$ cat config.mk
export PLATFORM = sky130hd
export DESIGN_NAME = muldiv_unit
export DESIGN_NICKNAME = d
export VERILOG_FILES = /design/src/rtl/muldiv_unit.sv
export SDC_FILE = /design/constraint.sdc
export NUM_CORES = 1
export LEC_CHECK = 0
export BUFFER_PORTS_ARGS = -buffer_cell sky130_fd_sc_hd__buf_2
export CAP_MARGIN = 40
export CELL_PAD_IN_SITES_DETAIL_PLACEMENT = 0
export CELL_PAD_IN_SITES_GLOBAL_PLACEMENT = 1
export CORE_MARGIN = 2
export CORE_UTILIZATION = 45
export CTS_BUF_LIST = sky130_fd_sc_hd__clkbuf_2 sky130_fd_sc_hd__clkbuf_4 sky130_fd_sc_hd__clkbuf_8
export DETAILED_ROUTE_END_ITERATION = 8
export PLACE_DENSITY_LB_ADDON = 0.1
export RECOVER_POWER = 25
export SLEW_MARGIN = 30
export SYNTH_ARGS = -nofsm -noshare
export SYNTH_HDL_FRONTEND = slang
export SYNTH_SLANG_ARGS = --single-unit
$ cat constraint.sdc
create_clock -name clk -period 4 [get_ports clk]
set_input_delay 0.4 -clock clk [delete_from_list [all_inputs] [get_ports clk]]
set_output_delay 0.4 -clock clk [all_outputs]
set_load 0.02 [all_outputs]
$ cat src/rtl/muldiv_unit.sv
// Iterative multiply/divide unit with HI/LO result registers.
// Radix-2 shift-add multiply and restoring divide on operand magnitudes.
// Signs are applied in a final fix-up cycle.
//
// state | meaning
// ------+------------------------------------------------------------
// IDLE  | waiting for start; MTHI/MTLO writes accepted
// CALC  | one radix-2 step per cycle while the step counter is below 32;
//       | the cycle where the counter reads 32 hands off to FIX
// FIX   | sign correction; HI/LO written at this state's edge
// DONE  | one-cycle done pulse; MTHI/MTLO writes accepted, start ignored
module muldiv_unit #(
    parameter int XLEN = 32
) (
    input  logic            clk,
    input  logic            reset,
    input  logic            start,
    input  logic            op_div,
    input  logic            is_unsigned,
    input  logic [XLEN-1:0] op1,
    input  logic [XLEN-1:0] op2,
    input  logic            write_hi,
    input  logic            write_lo,
    input  logic [XLEN-1:0] wdata,
    output logic            busy,
    output logic            done,
    output logic            div_by_zero,
    output logic [XLEN-1:0] hi,
    output logic [XLEN-1:0] lo
);

    typedef enum logic [1:0] {
        IDLE = 2'd0,
        CALC = 2'd1,
        FIX  = 2'd2,
        DONE = 2'd3
    } state_t;

    localparam logic [5:0] STEPS = 6'(XLEN);

    state_t          state_q, state_d;
    logic [5:0]      cnt_q, cnt_d;
    // acc_hi holds the running partial product / remainder,
    // acc_lo the multiplier being consumed / quotient being built.
    logic [XLEN-1:0] acc_hi_q, acc_hi_d;
    logic [XLEN-1:0] acc_lo_q, acc_lo_d;
    logic [XLEN-1:0] mag2_q, mag2_d;
    logic            div_q, div_d;
    logic            neg_res_q, neg_res_d;
    logic            neg_rem_q, neg_rem_d;
    logic            dbz_q, dbz_d;
    logic [XLEN-1:0] hi_q, hi_d;
    logic [XLEN-1:0] lo_q, lo_d;

    logic [XLEN-1:0]   mag1, mag2;
    logic [XLEN:0]     mul_sum;
    logic [XLEN:0]     div_shift;
    logic [XLEN:0]     div_diff;
    logic [2*XLEN-1:0] product;
    logic [2*XLEN-1:0] product_fix;
    logic [XLEN-1:0]   quot_fix;
    logic [XLEN-1:0]   rem_fix;
    logic              op2_zero;

    // State register
    always_ff @(posedge clk) begin
        if (reset) state_q <= IDLE;
        else       state_q <= state_d;
    end

    // Datapath and result registers; reset drops any in-flight work
    always_ff @(posedge clk) begin
        if (reset) begin
            cnt_q     <= '0;
            acc_hi_q  <= '0;
            acc_lo_q  <= '0;
            mag2_q    <= '0;
            div_q     <= 1'b0;
            neg_res_q <= 1'b0;
            neg_rem_q <= 1'b0;
            dbz_q     <= 1'b0;
            hi_q      <= '0;
            lo_q      <= '0;
        end else begin
            cnt_q     <= cnt_d;
            acc_hi_q  <= acc_hi_d;
            acc_lo_q  <= acc_lo_d;
            mag2_q    <= mag2_d;
            div_q     <= div_d;
            neg_res_q <= neg_res_d;
            neg_rem_q <= neg_rem_d;
            dbz_q     <= dbz_d;
            hi_q      <= hi_d;
            lo_q      <= lo_d;
        end
    end

    // Next-state, iteration step and result/write selection
    always_comb begin
        state_d   = state_q;
        cnt_d     = cnt_q;
        acc_hi_d  = acc_hi_q;
        acc_lo_d  = acc_lo_q;
        mag2_d    = mag2_q;
        div_d     = div_q;
        neg_res_d = neg_res_q;
        neg_rem_d = neg_rem_q;
        dbz_d     = dbz_q;
        hi_d      = hi_q;
        lo_d      = lo_q;

        mag1     = (!is_unsigned && op1[XLEN-1]) ? -op1 : op1;
        mag2     = (!is_unsigned && op2[XLEN-1]) ? -op2 : op2;
        op2_zero = (op2 == '0);

        mul_sum   = {1'b0, acc_hi_q} + (acc_lo_q[0] ? {1'b0, mag2_q} : '0);
        // Remainder is always below the divisor, so the shifted value fits
        // in XLEN+1 bits and the MSB of the difference is a valid borrow.
        div_shift = {acc_hi_q, acc_lo_q[XLEN-1]};
        div_diff  = div_shift - {1'b0, mag2_q};

        product     = {acc_hi_q, acc_lo_q};
        product_fix = neg_res_q ? -product : product;
        quot_fix    = neg_res_q ? -acc_lo_q : acc_lo_q;
        rem_fix     = neg_rem_q ? -acc_hi_q : acc_hi_q;

        case (state_q)
            IDLE: begin
                if (write_hi) hi_d = wdata;
                if (write_lo) lo_d = wdata;
                if (start) begin
                    div_d     = op_div;
                    neg_res_d = !is_unsigned && (op1[XLEN-1] ^ op2[XLEN-1]);
                    neg_rem_d = !is_unsigned && op1[XLEN-1];
                    dbz_d     = op_div && op2_zero;
                    cnt_d     = '0;
                    if (op_div && op2_zero) begin
                        state_d = DONE;
                    end else begin
                        acc_hi_d = '0;
                        acc_lo_d = mag1;
                        mag2_d   = mag2;
                        state_d  = CALC;
                    end
                end
            end
            CALC: begin
                if (cnt_q == STEPS) begin
                    state_d = FIX;
                end else begin
                    cnt_d = cnt_q + 6'd1;
                    if (div_q) begin
                        if (!div_diff[XLEN]) begin
                            acc_hi_d = div_diff[XLEN-1:0];
                            acc_lo_d = {acc_lo_q[XLEN-2:0], 1'b1};
                        end else begin
                            acc_hi_d = div_shift[XLEN-1:0];
                            acc_lo_d = {acc_lo_q[XLEN-2:0], 1'b0};
                        end
                    end else begin
                        acc_hi_d = mul_sum[XLEN:1];
                        acc_lo_d = {mul_sum[0], acc_lo_q[XLEN-1:1]};
                    end
                end
            end
            FIX: begin
                if (div_q) begin
                    lo_d = quot_fix;
                    hi_d = rem_fix;
                end else begin
                    hi_d = product_fix[2*XLEN-1:XLEN];
                    lo_d = product_fix[XLEN-1:0];
                end
                state_d = DONE;
            end
            DONE: begin
                if (write_hi) hi_d = wdata;
                if (write_lo) lo_d = wdata;
                state_d = IDLE;
            end
            default: state_d = IDLE;
        endcase
    end

    assign busy        = (state_q == CALC) || (state_q == FIX);
    assign done        = (state_q == DONE);
    assign div_by_zero = (state_q == DONE) && dbz_q;
    assign hi          = hi_q;
    assign lo          = lo_q;

endmodule
==> metrics.txt <==
# TYPE chip_impl_metric gauge
chip_impl_info{name="outcome",value="finished clean"} 1
chip_impl_metric{name="coreArea",unit="um2"} 30430
chip_impl_metric{name="ir_worst_vdd",unit="mV"} 0.4887
chip_impl_metric{name="fin_nets",unit=""} 2146
chip_impl_metric{name="grt_util_all_layers",unit=""} 0.2834
chip_impl_metric{name="drc_violations_left",unit=""} 0
chip_impl_metric{name="drc_violation_total_after_the_first_tritonroute_iteration",unit=""} 1237
chip_impl_metric{name="clk_pin_slew",unit="ps"} 120
chip_impl_metric{name="layout-area-overhead-vs-synth",unit="%"} 12.64
chip_impl_metric{name="initial_util",unit=""} 0.4550
chip_impl_metric{name="avgRoutedWirePerCell",unit="um"} 19.67
chip_impl_metric{name="netlist.area_leader.share",unit=""} 0.2487
chip_impl_info{name="yosys-top-cells-area",value="dfxtp_1 25%, ha_1 6.7%, nor2_1 6.4%"} 1
chip_impl_metric{name="ctsHoldBuffers",unit=""} 0
chip_impl_info{name="worstSetupStartpointType",value="flip-flop"} 1
chip_impl_metric{name="top_level_ports",unit=""} 170
chip_impl_metric{name="layout-drive-gt1-share",unit=""} 0.1212
chip_impl_metric{name="switchingPower",unit="uW"} 4891
chip_impl_info{name="worst_r2r_endpoint",value="acc_hi_q[30]"} 1
chip_impl_metric{name="synth_fp_nets",unit=""} 2019
chip_impl_metric{name="globalRouteOverflowTotal",unit=""} 0
chip_impl_metric{name="finalSetupTns",unit="ps"} 0
chip_impl_metric{name="pre_cts_slack",unit="ps"} 275.2
chip_impl_metric{name="skew",unit="ps"} 27.01
chip_impl_metric{name="p_comb_frac",unit=""} 0.575
chip_impl_metric{name="synth.distinct_cells",unit=""} 80
chip_impl_metric{name="achievable-frequency",unit="MHz"} 273.2
chip_impl_metric{name="routed-via-count",unit=""} 14030
chip_impl_info{name="synthFlopType",value="dfxtp_1"} 1
chip_impl_metric{name="gpl.final_weighted_congestion",unit=""} 0.9172
chip_impl_metric{name="netSwitchingFraction",unit=""} 0.5110
chip_impl_metric{name="critical_path.max_fanout",unit=""} 13
chip_impl_metric{name="io_buffers",unit=""} 169
chip_impl_metric{name="site_row_count",unit=""} 64
chip_impl_info{name="critPathSlowestCell",value="a22oi_1"} 1
chip_impl_metric{name="synth-edff-count",unit=""} 0
chip_impl_info{name="hold_path_class",value="primary input to flip-flop"} 1
chip_impl_metric{name="die-width",unit="um"} 179.4
chip_impl_metric{name="syn_area_per_cell",unit="um2"} 7.524
chip_impl_metric{name="ff_latch_area",unit="um2"} 3445
chip_impl_metric{name="cts_made_buffers",unit=""} 17
chip_impl_metric{name="final-hold-violation-count",unit=""} 0
chip_impl_metric{name="die_h",unit="um"} 179.4
chip_impl_metric{name="async_reset_ff_frac",unit=""} 0
chip_impl_metric{name="synth-warning-count",unit=""} 0
chip_impl_info{name="worst_hold_launch",value="start"} 1
chip_impl_metric{name="antenna_found_initial",unit=""} 1
chip_impl_info{name="tritoncts",value="built"} 1
chip_impl_metric{name="worstMarginPinSlew",unit="ps"} 822.8
chip_impl_info{name="clockRootBuffer",value="clkbuf_8"} 1
chip_impl_metric{name="multi_input_comb_area",unit="um2"} 9728
chip_impl_metric{name="synth.ff_latch_count",unit=""} 172
chip_impl_info{name="yosys.area.top_type",value="dfxtp_1"} 1
chip_impl_metric{name="leakagePower",unit="uW"} 0.006112
chip_impl_metric{name="powerDensity",unit="nW/um2"} 613.7
chip_impl_metric{name="final.fill_count",unit=""} 3134
chip_impl_metric{name="setup_viol",unit=""} 0
chip_impl_metric{name="cts_num_sinks",unit=""} 172
chip_impl_info{name="cells_along_the_critical_path",value="inv_1 -> ha_1 -> fa_1 -> nand2b_1 -> a21oi_1 -> o41a_1 -> a2111o_1 -> nand4_1 -> a22oi_1 -> nand2_2 -> nor4_1 -> o31ai_1"} 1
chip_impl_metric{name="fin_crit_sh",unit=""} 0.9151
chip_impl_info{name="rsz0062_at_grt",value="no"} 1
chip_impl_info{name="worst_hold_path.endpoint",value="dbz_q"} 1
chip_impl_metric{name="seq_power_share",unit=""} 0.292
chip_impl_metric{name="period_needed",unit="ps"} 3660
chip_impl_metric{name="intPower",unit="uW"} 4680
chip_impl_metric{name="timing.max_cap.violations",unit=""} 0
chip_impl_metric{name="synth_area",unit="um2"} 13840
chip_impl_metric{name="critPathArrivalTime",unit="ps"} 4050
chip_impl_metric{name="share_of_synthesized_area_occupied_by_flip_flops_and_latches",unit=""} 0.2487
chip_impl_metric{name="reg2regPathDepth",unit=""} 12
chip_impl_metric{name="cts_htree_levels",unit=""} 4
chip_impl_metric{name="syn-instance-count",unit=""} 1840
chip_impl_metric{name="min_delay_path_depth",unit=""} 3
chip_impl_metric{name="firstDrtPassIters",unit=""} 5
chip_impl_metric{name="die-area",unit="um2"} 32180
chip_impl_metric{name="avgViaCountPerCell",unit=""} 5.902
chip_impl_metric{name="worst_ep_required_time",unit="ps"} 4390
chip_impl_metric{name="slew_viol_final",unit=""} 0
chip_impl_metric{name="insertion_delay",unit="ps"} 500
chip_impl_metric{name="final_critical_path_setup_slack",unit="ps"} 339.7
chip_impl_metric{name="drt-total-wl",unit="um"} 46750
chip_impl_metric{name="clock_network_power_share",unit=""} 0.133
chip_impl_metric{name="slew_headroom",unit=""} 0.4515
chip_impl_metric{name="grt_pass1_wl",unit="um"} 73750
chip_impl_metric{name="drt.antenna.violating_nets",unit=""} 0
chip_impl_metric{name="critical-path-max-stage-delay",unit="ps"} 510
chip_impl_metric{name="setup.reg_to_reg.worst_slack",unit="ps"} 340
chip_impl_metric{name="clock_tree.buffer_depth",unit=""} 2
chip_impl_metric{name="maximum_number_of_pins_on_one_net_before_global_route_repair",unit=""} 70
chip_impl_info{name="reg2reg_from",value="acc_lo_q[31]"} 1
chip_impl_metric{name="dp.final_hpwl",unit="um"} 36000
chip_impl_metric{name="first_global_vias",unit=""} 13130
chip_impl_info{name="path_class",value="flip-flop to flip-flop"} 1
chip_impl_info{name="critPathCaptureType",value="flip-flop"} 1
## timing repair
item                       CTS  global route
buffers inserted             0             0
resized for setup            0             1
setup endpoints to repair    0            10
## cell type report
type,instances,share of cell area
clock buffers,19,0.01597
repair buffers,230,0.08336
diodes,1,0.0001605
flip-flops and latches,172,0.2209
multi-input cells,1482,0.6238
well taps,396,0.03177
inverters,64,0.01540
clock inverters,13,0.008665
## per-stage QoR
step	std cells	util	power [uW]	area, um2	hold slack (ps)
after floorplan	1840	-	6614	13840	427.3
after global placement	2335	0.4985	8169	15170	438.9
after detailed placement	2337	0.4994	8242	15200	445.4
after CTS	2369	0.5120	9513	15580	185.1
after global routing	2377	0.5125	10290	15600	218.3
final	2377	0.5125	9570	15600	207.4
## Yosys cell counts (all sizes together), types with 10 or more instances
cell	instances
inv	63
nand2	137
o21ai	115
o41ai	17
nor3	42
nand4	17
nor4	19
and2	11
xor2	91
or4	15
a221oi	19
a211o	10
nand2b	17
xnor2	77
o211ai	37
dfxtp	172
a21o	29
or3	12
clkbuf	101
nor2b	19
mux2i	54
buf	21
nor2	235
a211oi	91
ha	74
a31oi	13
a21oi	167
nand3	28
o21a	10
a22oi	14
o31ai	22
## power groups by stage
stage | registers (uW) | clock network (uW) | logic [uW]
6_report | 2790 | 1280 | 5500
5_1_grt | 2870 | 1350 | 6060
4_1_cts | 2770 | 1290 | 5460
3_5_place_dp | 2810 | 0 | 5440
3_3_place_gp | 2790 | 0 | 5380
2_1_floorplan | 2900 | 0 | 3710
## state kept, by name, summed over array words and instances, names as in the netlist
name	cells
acc_hi_q	32
acc_lo_q	32
cnt_q	6
dbz_q	1
div_q	1
hi	32
lo	32
mag2_q	32
neg_rem_q	1
neg_res_q	1
state_q	2
## cells by family (layout without fill, tap and decap cells)
| family | after synthesis | after routing | share of synthesized area |
|---|---|---|---|
| AOI/OAI and AO/OA | 602 | 602 | 0.2881 |
| and+or+nand+nor | 579 | 579 | 0.1931 |
| buffers and inverters | 186 | 326 | 0.05251 |
| DFF | 172 | 172 | 0.2487 |
| xor gates and xnor gates | 168 | 168 | 0.1063 |
| adders and majority gates | 76 | 76 | 0.06977 |
| muxes | 57 | 57 | 0.04148 |
| other | 0 | 1 | 0 |
## critical path, delay by kind of cell, from the launching register on
family | cells | cell delay, ps
buf+inv | 1 | 100
simple gates | 4 | 1100
fa+ha+maj | 2 | 620
compound gates | 5 | 1370
flops | 1 | 390
## per-layer routing
| metal | track usage | wire length (um) | vias up |
|---|---|---|---|
| met5 | 0 | 0 | - |
| met4 | 0.08000 | 1094 | 0 |
| met3 | 0.03809 | 2869 | 50 |
| met2 | 0.4231 | 19640 | 442 |
| met1 | 0.4239 | 23140 | 6580 |
| li1 | - | - | 6957 |
## worst max-delay path by stage
stage	startpoint	to	slack (ps)	cells after the start
after floorplan	acc_lo_q[31]	acc_hi_q[5]	800	14
after global placement	acc_lo_q[31]	acc_hi_q[29]	400	12
after detailed placement	acc_lo_q[31]	acc_hi_q[30]	280	12
after CTS	acc_lo_q[31]	acc_hi_q[3]	260	12
after global routing	acc_lo_q[31]	acc_hi_q[3]	2	12
final	acc_lo_q[31]	acc_hi_q[30]	340	12
## placed cells by master (no fill, tap or decap), types with 5 or more instances in the layout
master    netlist  final
a211o_1        10     10
a211oi_1       91     91
a21o_1         29     29
a21oi_1       167    165
a221oi_1       19     19
a22oi_1         7      7
a22oi_2         7      7
a31oi_1        12     12
a32oi_1         5      5
and2_1         10     10
and3_1          8      8
buf_2          11    110
buf_4           2     53
clkbuf_1      101     59
clkbuf_8        0     17
dfxtp_1       172    171
ha_1           74     72
inv_1          63     63
mux2i_1        54     54
nand2_1       136    135
nand2b_1       17     17
nand3_1        28     28
nand4_1        17     17
nor2_1        235    232
nor2b_1        19     19
nor3_1         41     41
nor4_1         18     18
o211ai_1       37     37
o21a_1         10     10
o21ai_0        96     96
o21ai_1        19     19
o21bai_1        5      5
o31ai_1        22     22
o41ai_1        15     15
or2_2           5      5
or3_1          12     12
or4_1          14     14
xnor2_1        77     77
xor2_1         91     91
Power figures use the tool's default switching activity.
